$ cat src/rtl/part_74s157_demux.sv
// rtl/part_74s157_demux.sv - rebuilds A/B nibble pairs from a selector-multiplexed bus
module part_74s157_demux (
   input  logic       clk,
   input  logic       reset,
   input  logic [3:0] D,
   input  logic       SEL,
   input  logic       ENB_N,
   output logic [3:0] QA,
   output logic [3:0] QB,
   output logic       out_valid,
   input  logic       out_ready,
   output logic [3:0] sync_err,
   output logic [3:0] ovf_cnt
);

   typedef enum logic {IDLE, GOT_A} state_t;

   state_t     state;
   logic [3:0] sa;

   logic a_evt;
   logic b_evt;
   logic complete;
   logic slot_free;
   logic order_err;

   // Decode strobe/tag into word events and the pair-completion conditions
   always_comb begin
      a_evt     = !ENB_N && !SEL;
      b_evt     = !ENB_N && SEL;
      complete  = (state == GOT_A) && b_evt;
      slot_free = !out_valid || out_ready;
      order_err = ((state == IDLE) && b_evt) || ((state == GOT_A) && a_evt);
   end

   // Pairing FSM, output slot and saturating error counters
   always_ff @(posedge clk or posedge reset) begin
      if (reset) begin
         state     <= IDLE;
         sa        <= 4'h0;
         QA        <= 4'h0;
         QB        <= 4'h0;
         out_valid <= 1'b0;
         sync_err  <= 4'h0;
         ovf_cnt   <= 4'h0;
      end else begin
         // A newer A word always replaces the staged one
         if (a_evt) begin
            sa <= D;
         end

         case (state)
            IDLE:    if (a_evt) state <= GOT_A;
            GOT_A:   if (b_evt) state <= IDLE;
            default: state <= IDLE;
         endcase

         // A completing pair wins over a plain consume, so no bubble appears
         if (complete && slot_free) begin
            QA        <= sa;
            QB        <= D;
            out_valid <= 1'b1;
         end else if (out_valid && out_ready) begin
            out_valid <= 1'b0;
         end

         if (complete && !slot_free && (ovf_cnt != 4'hF)) begin
            ovf_cnt <= ovf_cnt + 4'h1;
         end

         if (order_err && (sync_err != 4'hF)) begin
            sync_err <= sync_err + 4'h1;
         end
      end
   end

endmodule
$ cat config.mk
export PLATFORM = sky130hd
export DESIGN_NAME = part_74s157_demux
export DESIGN_NICKNAME = d
export VERILOG_FILES = /design/src/rtl/part_74s157_demux.sv
export SDC_FILE = /design/constraint.sdc
export NUM_CORES = 1
export LEC_CHECK = 0
export ABC_CLOCK_PERIOD_IN_PS = 2420
export BUFFER_PORTS_ARGS = -buffer_cell sky130_fd_sc_hd__buf_2
export CELL_PAD_IN_SITES_DETAIL_PLACEMENT = 0
export CELL_PAD_IN_SITES_GLOBAL_PLACEMENT = 1
export CORE_MARGIN = 10
export CORE_UTILIZATION = 43
export DETAILED_ROUTE_END_ITERATION = 8
export PLACE_DENSITY = 0.93
export SYNTH_ARGS = -nofsm -noshare
export SYNTH_HDL_FRONTEND = slang
export SYNTH_SLANG_ARGS = --single-unit
$ cat constraint.sdc
create_clock -name clk -period 2.42 [get_ports clk]
set_input_delay 0 -clock clk [delete_from_list [all_inputs] [get_ports clk]]
set_output_delay 0 -clock clk [all_outputs]
set_load 0.005 [all_outputs]
# Yosys cells after proc, flatten, opt, wreduce, memory -nomap -nowiden
# Cells that the tools add are included.
totals:
  wordCells: 34
  ff_bits: 22
op_classes:
  bitwise_logic: 1
  mux: 5
  eq_ne: 2
  add_sub_neg: 2
  n_reduce_logical: 17
op_table:
  columns: ["operator", "n"]
  rows:
  - ["$logic_and A1 B1 Y1", 10]
  - ["$add A4 B1 Y4 const B", 2]
  - ["$ne A4 B4 Y1 const B", 2]
  - ["$logic_not A1 Y1", 4]
  - ["$mux W1", 4]
  - ["$logic_or A1 B1 Y1", 2]
  - ["$pmux W1 S2", 1]
  - ["$reduce_bool A2 Y1", 1]
  - ["$not A1 Y1", 1]

# Longest topological paths before layout
# Gate-level depths: netlist of run 1.
logic_depth:
  word_depth: 5
  ltp_mapped: 4
  depth_no_buf: 4

# Worst setup path before layout of run 1
# Ideal clock, no wire load.
synth_timing:
  path_kind: "register to register"
  start: "register ovf_cnt[0]"
  end: "register ovf_cnt[1]"
  period_less_slack_ns: 1.557
  path_stages_with_launch: 5
  setup_slack_ns: 0.863
  path_buffers: 0
  t_arrival_ns: 1.432
  setup_time_ns: 0.125
  cell_sequence: "dfrtp_1 ha_1 and3_1 or3_4 mux2_4"
synth_between:
  elab_chain_len: 2
synth_rtl:
  columns: ["element", "line_no", "text"]
  rows:
  - ["start: declaration", "13", "output logic [3:0] ovf_cnt"]
  - ["start signal: assignment", "68", "ovf_cnt <= ovf_cnt + 4'h1;"]
  - ["branches (longest 2 deep; another with $add A4 B1 Y4)", null, null]
# Several ways; the timed one is not identified.
# A chain may end at the register's enable or synchronous reset.

# Final worst setup path of run 1
# Ends and elaborated chain as after synthesis.

==> flow_metrics.tcl, run 1 <==
set metrics [dict create \
    die_area_sq_mm 0.00445 \
    htree_num_levels 1 \
    vias_per_cell 4.90 \
    p_seq_frac 0.546 \
    r2r_end "ovf_cnt[1]" \
    die_h_um 66.7 \
    finalMaxSlewViolations 0 \
    whs_endpoint "out_valid" \
    grt_usage 0.0870 \
    root_buffer "clkbuf_4" \
    synth_cell_type_count 21 \
    worstHoldStart "out_ready" \
    fin_nets 112 \
    worstMarginPinSlew_ns 0.825 \
    p_int_w 0.000712 \
    period_share 0.676 \
    drive_gt1_frac 0.455 \
    synth-edff-count 0 \
    area_growth_pct 26.3 \
    status "finished clean" \
    async_flop_share 1.00 \
    combPwrFrac 0.298 \
    powerDensity_mw_per_mm2 856 \
    cts_buffers 3 \
    hold_violations 0 \
    clkSlewWorstSetupHoldPaths_ns 0.11 \
    hold_depth 3 \
    grt_pass1_vias 688 \
    synth-compound-area-share 0 \
    worst-r2r-cell-count 4 \
    clock.fmax_mhz 611 \
    start_util 0.463 \
    ant_nets 0 \
    min_period_ns 1.64 \
    leakage_nw 0.592 \
    cts_resized 0 \
    hp-class "input port to flip-flop" \
    fp.coreArea_sq_mm 0.00202 \
    cts_sinks 22 \
    drtIter0Drc 33 \
    synth_top_area_frac 0.587 \
    cts_tree "done" \
    rsz0062_at_grt "false" \
    synth_most_common_cell "dfrtp_1" \
    slew_headroom 0.449 \
    vias 618 \
    gp_routability_congestion 0.693 \
    synth-simple-area-share 0.121 \
    critPathCaptureType "flip-flop" \
    power.switching_w 0.000301 \
    wl_per_cell_um 14.2 \
    critPathArrivalTime_ns 1.83 \
    syn_area_sq_um 937 \
    worstSetupPathType "flip-flop to flip-flop" \
    insertion_delay_ns 0.30 \
    synth_top_family_by_area "multiplexers" \
    synth_top_flop_cell "dfrtp_1" \
    yosys_warnings 0 \
    fin_worst_skew_ns 0.00277 \
    setup_viol 0 \
    syn_area_per_cell_sq_um 14.4 \
    firstDrtPassIters 2 \
    fillers 177 \
    synth_nets 76 \
    yosys.area.top_type "dfrtp_1" \
    synth_seq_area_share 0.587 \
    drc 0 \
    synthMuxAreaShare 0.195 \
    grt_pass1_wl_um 3060 \
    netlist_top_cells_count "dfrtp_1 (22), mux2_2 (14), xor2_1 (4)" \
    die_x_um 66.7 \
    setup-tns-final_ns 0 \
    ys_ff_latch 22 \
    cp-startpoint "ovf_cnt[0]" \
    synth_xor_area_frac 0.0561 \
    required_ns 2.61 \
    port_buffers 25 \
    antenna_cells 0 \
    hold_buffers 7 \
    routed_wl_um 1790 \
    clockPowerShare 0.156 \
    timing.rr.start "ovf_cnt[0]" \
    post_cts_buffers 0 \
    worstSetupStartpointType "flip-flop" \
    reg2reg_slack_ns 0.78 \
    clk_path_buf_depth 2 \
    synthTopCellsByArea "dfrtp_1 (59%), mux2_2 (17%), xor2_1 (3.7%), ha_1 (2.7%), nand3b_4 (2.1%)" \
    cp_max_fo 4 \
    io_pins 26 \
    switching_share 0.297 \
    overflow 0 \
    dp_hpwl_um 1380 \
    netlist_instances 65 \
    grt_max_degree 23 \
    fin_util 0.585 \
    antenna_found_initial 0 \
    max-vdd-ir-drop_mv 0.434 \
    cap_violations 0 \
    placement_rows 16 \
    synthAdderAreaFrac 0.0267 \
]
metal layers:
metal  vias to the layer above  track usage  wire, um
met5                         -            0         0
met4                         0       0.0628        42
met3                         4       0.0217       110
met2                        15        0.147       897
met1                       302       0.0915       738
li1                        297            -         -
cell usage in the layout, fill, tap and decap left out, drive strengths merged:
master	n
mux2i	1
nor3b	1
nor4b	1
nor4	2
mux2	15
clkbuf	3
xor2	4
buf	25
nor2	1
and3	2
dlygate4sd3	7
xnor2	2
nor3	1
dfrtp	22
nor2b	1
ha	2
nand3b	1
nand3	2
inv	2
or3	1
nand2b	2
nand2	1
cell families after synthesis:
logic type	after synthesis
xor+xnor	6
fa+ha+maj	2
buf+inv	3
flops	22
mux	16
simple gates	16
cell type report:
cell class	instances	area (sq um)	share of cell area
Tap cell	27	33.8	0.0285
Sequential cell	22	551	0.465
Inverter	2	7.51	0.00634
Timing Repair Buffer	32	195	0.165
Multi-Input combinational cell	40	374	0.316
Clock buffer	3	22.5	0.0190
through the flow:
| stage | power [W] | setup WS (ns) | hold slack (ns) | cells | instance area (sq um) |
|---|---|---|---|---|---|
| after floorplan | 0.000716 | 0.863 | -0.0108 | 65 | 937 |
| after global placement | 0.000849 | 0.808 | 0.189 | 116 | 1090 |
| after detailed placement | 0.000866 | 0.774 | 0.198 | 116 | 1090 |
| after CTS | 0.00103 | 0.749 | 0.0563 | 126 | 1180 |
| after global routing | 0.00109 | 0.658 | 0.0896 | 126 | 1180 |
| final | 0.00101 | 0.784 | 0.0589 | 126 | 1180 |
critical path, cell delays in order (launching register included):
cell	delay (ns)
dfrtp_1	0.43
ha_1	0.23
and3_1	0.21
or3_4	0.35
mux2_4	0.30
sequential cells by signal (all words and copies together), names as in the netlist, named ones only:
register,count
sync_err,4
sa,4
QB,4
QA,4
out_valid,1
ovf_cnt,4
how the worst max path moves through the flow:
stage	to	slack [ns]
4_1_cts	QA[3]	0.75
3_5_place_dp	QA[3]	0.77
3_3_place_gp	QB[0]	0.81
2_1_floorplan	ovf_cnt[1]	0.86
5_1_grt	QA[3]	0.66
6_report	ovf_cnt[1]	0.78
power by group through the flow:
stage / registers, W / clock network, W / logic [W]
3_5_place_dp: 0.000561 / 0 / 0.000305
5_1_grt: 0.000572 / 0.000174 / 0.000340
3_3_place_gp: 0.000555 / 0 / 0.000294
4_1_cts: 0.000554 / 0.000160 / 0.000314
6_report: 0.000553 / 0.000158 / 0.000302
2_1_floorplan: 0.000561 / 0 / 0.000155
Note: power is estimated with default switching activity, not from simulation.
==> run 2, diff against run 1 <==
==> config.mk (replaced) <==
export PLATFORM = sky130hd
export DESIGN_NAME = part_74s157_demux
export DESIGN_NICKNAME = d
export VERILOG_FILES = /design/src/rtl/part_74s157_demux.sv
export SDC_FILE = /design/constraint.sdc
export NUM_CORES = 1
export LEC_CHECK = 0
export ABC_AREA = 1
export ABC_CLOCK_PERIOD_IN_PS = 1450
export BUFFER_PORTS_ARGS = -buffer_cell sky130_fd_sc_hd__buf_2
export CELL_PAD_IN_SITES_DETAIL_PLACEMENT = 0
export CELL_PAD_IN_SITES_GLOBAL_PLACEMENT = 1
export CORE_MARGIN = 10
export CORE_UTILIZATION = 34
export DETAILED_ROUTE_END_ITERATION = 8
export PLACE_DENSITY = 0.85
export SYNTH_ARGS = -nofsm -noshare
export SYNTH_HDL_FRONTEND = slang
export SYNTH_SLANG_ARGS = --single-unit
==> constraint.sdc (replaced) <==
create_clock -name clk -period 1.45 [get_ports clk]
set_input_delay 0 -clock clk [delete_from_list [all_inputs] [get_ports clk]]
set_output_delay 0 -clock clk [all_outputs]
set_load 0.005 [all_outputs]
==> flow_metrics.tcl, run 2 <==
set metrics [dict create \
    htree_num_levels 1 \
    yosys_warnings 0 \
    multi_input_area_sq_um 417 \
    synth_nets 125 \
    drive_gt1_frac 0.304 \
    cts_sinks 22 \
    drtIter0Drc 26 \
    netlist_top_cells_count "nand2_1 (35), dfrtp_1 (22), inv_1 (17), nand3_1 (10), o21ai_2 (8)" \
    cap_violations 0 \
    mostFrequentLayoutCell "nand2_1" \
    syn_area_per_cell_sq_um 9.14 \
    yosys.area.top_type "dfrtp_1" \
    critPathCaptureType "flip-flop" \
    rsz0062_at_grt "false" \
    port_buffers 25 \
    async_flop_share 1.00 \
    insertion_delay_ns 0.30 \
    synth-edff-count 0 \
    antenna_found_initial 0 \
    synthTopCellsByArea "dfrtp_1 (53%), nand2_1 (13%), o21ai_2 (6.7%), inv_1 (6.1%), nand3_1 (4.8%)" \
    setup-tns-final_ns 0 \
    io_pins 26 \
    hp-class "input port to flip-flop" \
    grt_usage 0.0797 \
    die_x_um 75.4 \
    wl_per_cell_um 11.6 \
    gp_routability_congestion 0.764 \
    synth_top_area_frac 0.528 \
    finalMaxSlewViolations 0 \
    synthAdderAreaFrac 0.0240 \
    netlist_instances 114 \
    grt_pass1_wl_um 3570 \
    powerDensity_mw_per_mm2 1230 \
    area_growth_pct 23.9 \
    clock.fmax_mhz 821 \
    fillers 305 \
    cts_tree "done" \
    fp.coreArea_sq_mm 0.00300 \
    synth_top_family_by_area "simple AND/OR/NAND/NOR gates" \
    antenna_cells 0 \
    die_h_um 75.4 \
    required_ns 1.66 \
    synthMuxAreaShare 0 \
    seqCellArea_sq_um 551 \
    vias_per_cell 4.54 \
    clk_path_buf_depth 2 \
    synth_xor_area_frac 0.0168 \
    synth_cell_type_count 16 \
    worstSetupStartpointType "flip-flop" \
    clkSlewWorstSetupHoldPaths_ns 0.12 \
    synth_top_flop_cell "dfrtp_1" \
    setup_viol 0 \
    grt_max_degree 23 \
    slew_headroom 0.798 \
    ant_nets 0 \
    firstDrtPassIters 4 \
    drc 0 \
    min_period_ns 1.22 \
    ys_ff_latch 22 \
    leakage_nw 0.704 \
    dp_hpwl_um 1600 \
    hold_violations 0 \
    synth_most_common_cell "nand2_1" \
    placement_rows 20 \
    cts_buffers 3 \
    die_area_sq_mm 0.00568 \
    vias 821 \
    max-vdd-ir-drop_mv 0.590 \
    overflow 0 \
    post_cts_buffers 0 \
    grt_pass1_vias 831 \
    synth-simple-area-share 0.265 \
    start_util 0.347 \
    synth_seq_area_share 0.528 \
    critPathArrivalTime_ns 1.42 \
    period_share 0.840 \
    root_buffer "clkbuf_4" \
    synth-compound-area-share 0.0936 \
    finalPower_w 0.00159 \
    cp_max_fo 6 \
    syn_area_sq_mm 0.00104 \
    worstMarginPinSlew_ns 0.302 \
    fin_nets 160 \
    worstSetupPathType "flip-flop to flip-flop" \
    routed_wl_um 2090 \
    final_cell_mix "nand2_1 (35), buf_2 (25), dfrtp_1 (22)" \
    status "finished clean" \
    fin_worst_skew_ns 0.00268 \
]
run 2: logic make-up (layout without fill, tap and decap cells):
kind of cell | count (synthesis) | in the layout
DFF | 22 | 22
xor gates and xnor gates | 2 | 2
adders and majority gates | 2 | 2
and+or+nand+nor | 57 | 57
AOI/OAI and AO/OA | 13 | 13
buffers and inverters | 18 | 52
run 2: area by class of cell:
| type | instances | area share |
|---|---|---|
| Multi-Input combinational cell | 74 | 0.323 |
| Timing Repair Buffer | 31 | 0.141 |
| Inverter | 17 | 0.0494 |
| Tap cell | 33 | 0.0320 |
| Sequential cell | 22 | 0.426 |
| Clock buffer | 4 | 0.0281 |
run 2: worst paths after layout:
path	start	to	slack, ns	depth (start not counted)
worst max register to register	ovf_cnt[0]	ovf_cnt[2]	0.23	7
worst min register to register	QB[2]	QB[2]	0.49	2
max in group asynchronous	reset	QB[0]	0.97	4
min in group asynchronous	reset	ovf_cnt[1]	0.26	4
worst max-delay path	ovf_cnt[0]	ovf_cnt[2]	0.23	7
worst min-delay path	ENB_N	sa[3]	0.03	4
run 2: where the power goes:
group | internal, W | switching (W)
Sequential | 0.000740 | 0.0000987
Clock | 0.000153 | 0.000177
Combinational | 0.000200 | 0.000224
Total | 0.00109 | 0.000500
run 2: per-layer routing:
metal | GRT usage | part of all wire | vias up
met2 | 0.147 | 0.52 | 17
met3 | 0.0208 | 0.064 | 0
met4 | 0.0247 | 0 | 0
li1 | - | - | 425
met5 | 0 | 0 | -
met1 | 0.0860 | 0.42 | 379
run 2: critical path, cell delays in order, from the launching register on:
cell and delay, ns:
dfrtp_1 0.44, ha_1 0.23, nand2_1 0.07, nor2_1 0.05, nor2_4 0.14, nand2_2 0.08
nand2_1 0.06, nand2_1 0.05
run 2: what timing repair did:
item / 4_1_cts / 5_1_grt
hold buffers: 5 / 0
resized for setup: 0 / 0
endpoints found under the hold margin: 30 / 0
run 2: metrics by stage:
stage | utilization | setup slack [ns] | hold slack (ns) | instances | instance area, sq um
3_5_place_dp | 0.401 | 0.236 | 0.0591 | 172 | 1200
6_report | 0.430 | 0.232 | 0.0344 | 181 | 1290
3_3_place_gp | 0.401 | 0.288 | 0.0485 | 172 | 1200
4_1_cts | 0.430 | 0.219 | 0.0266 | 181 | 1290
2_1_floorplan | - | 0.302 | -0.0108 | 114 | 1040
5_1_grt | 0.430 | 0.110 | 0.0216 | 181 | 1290
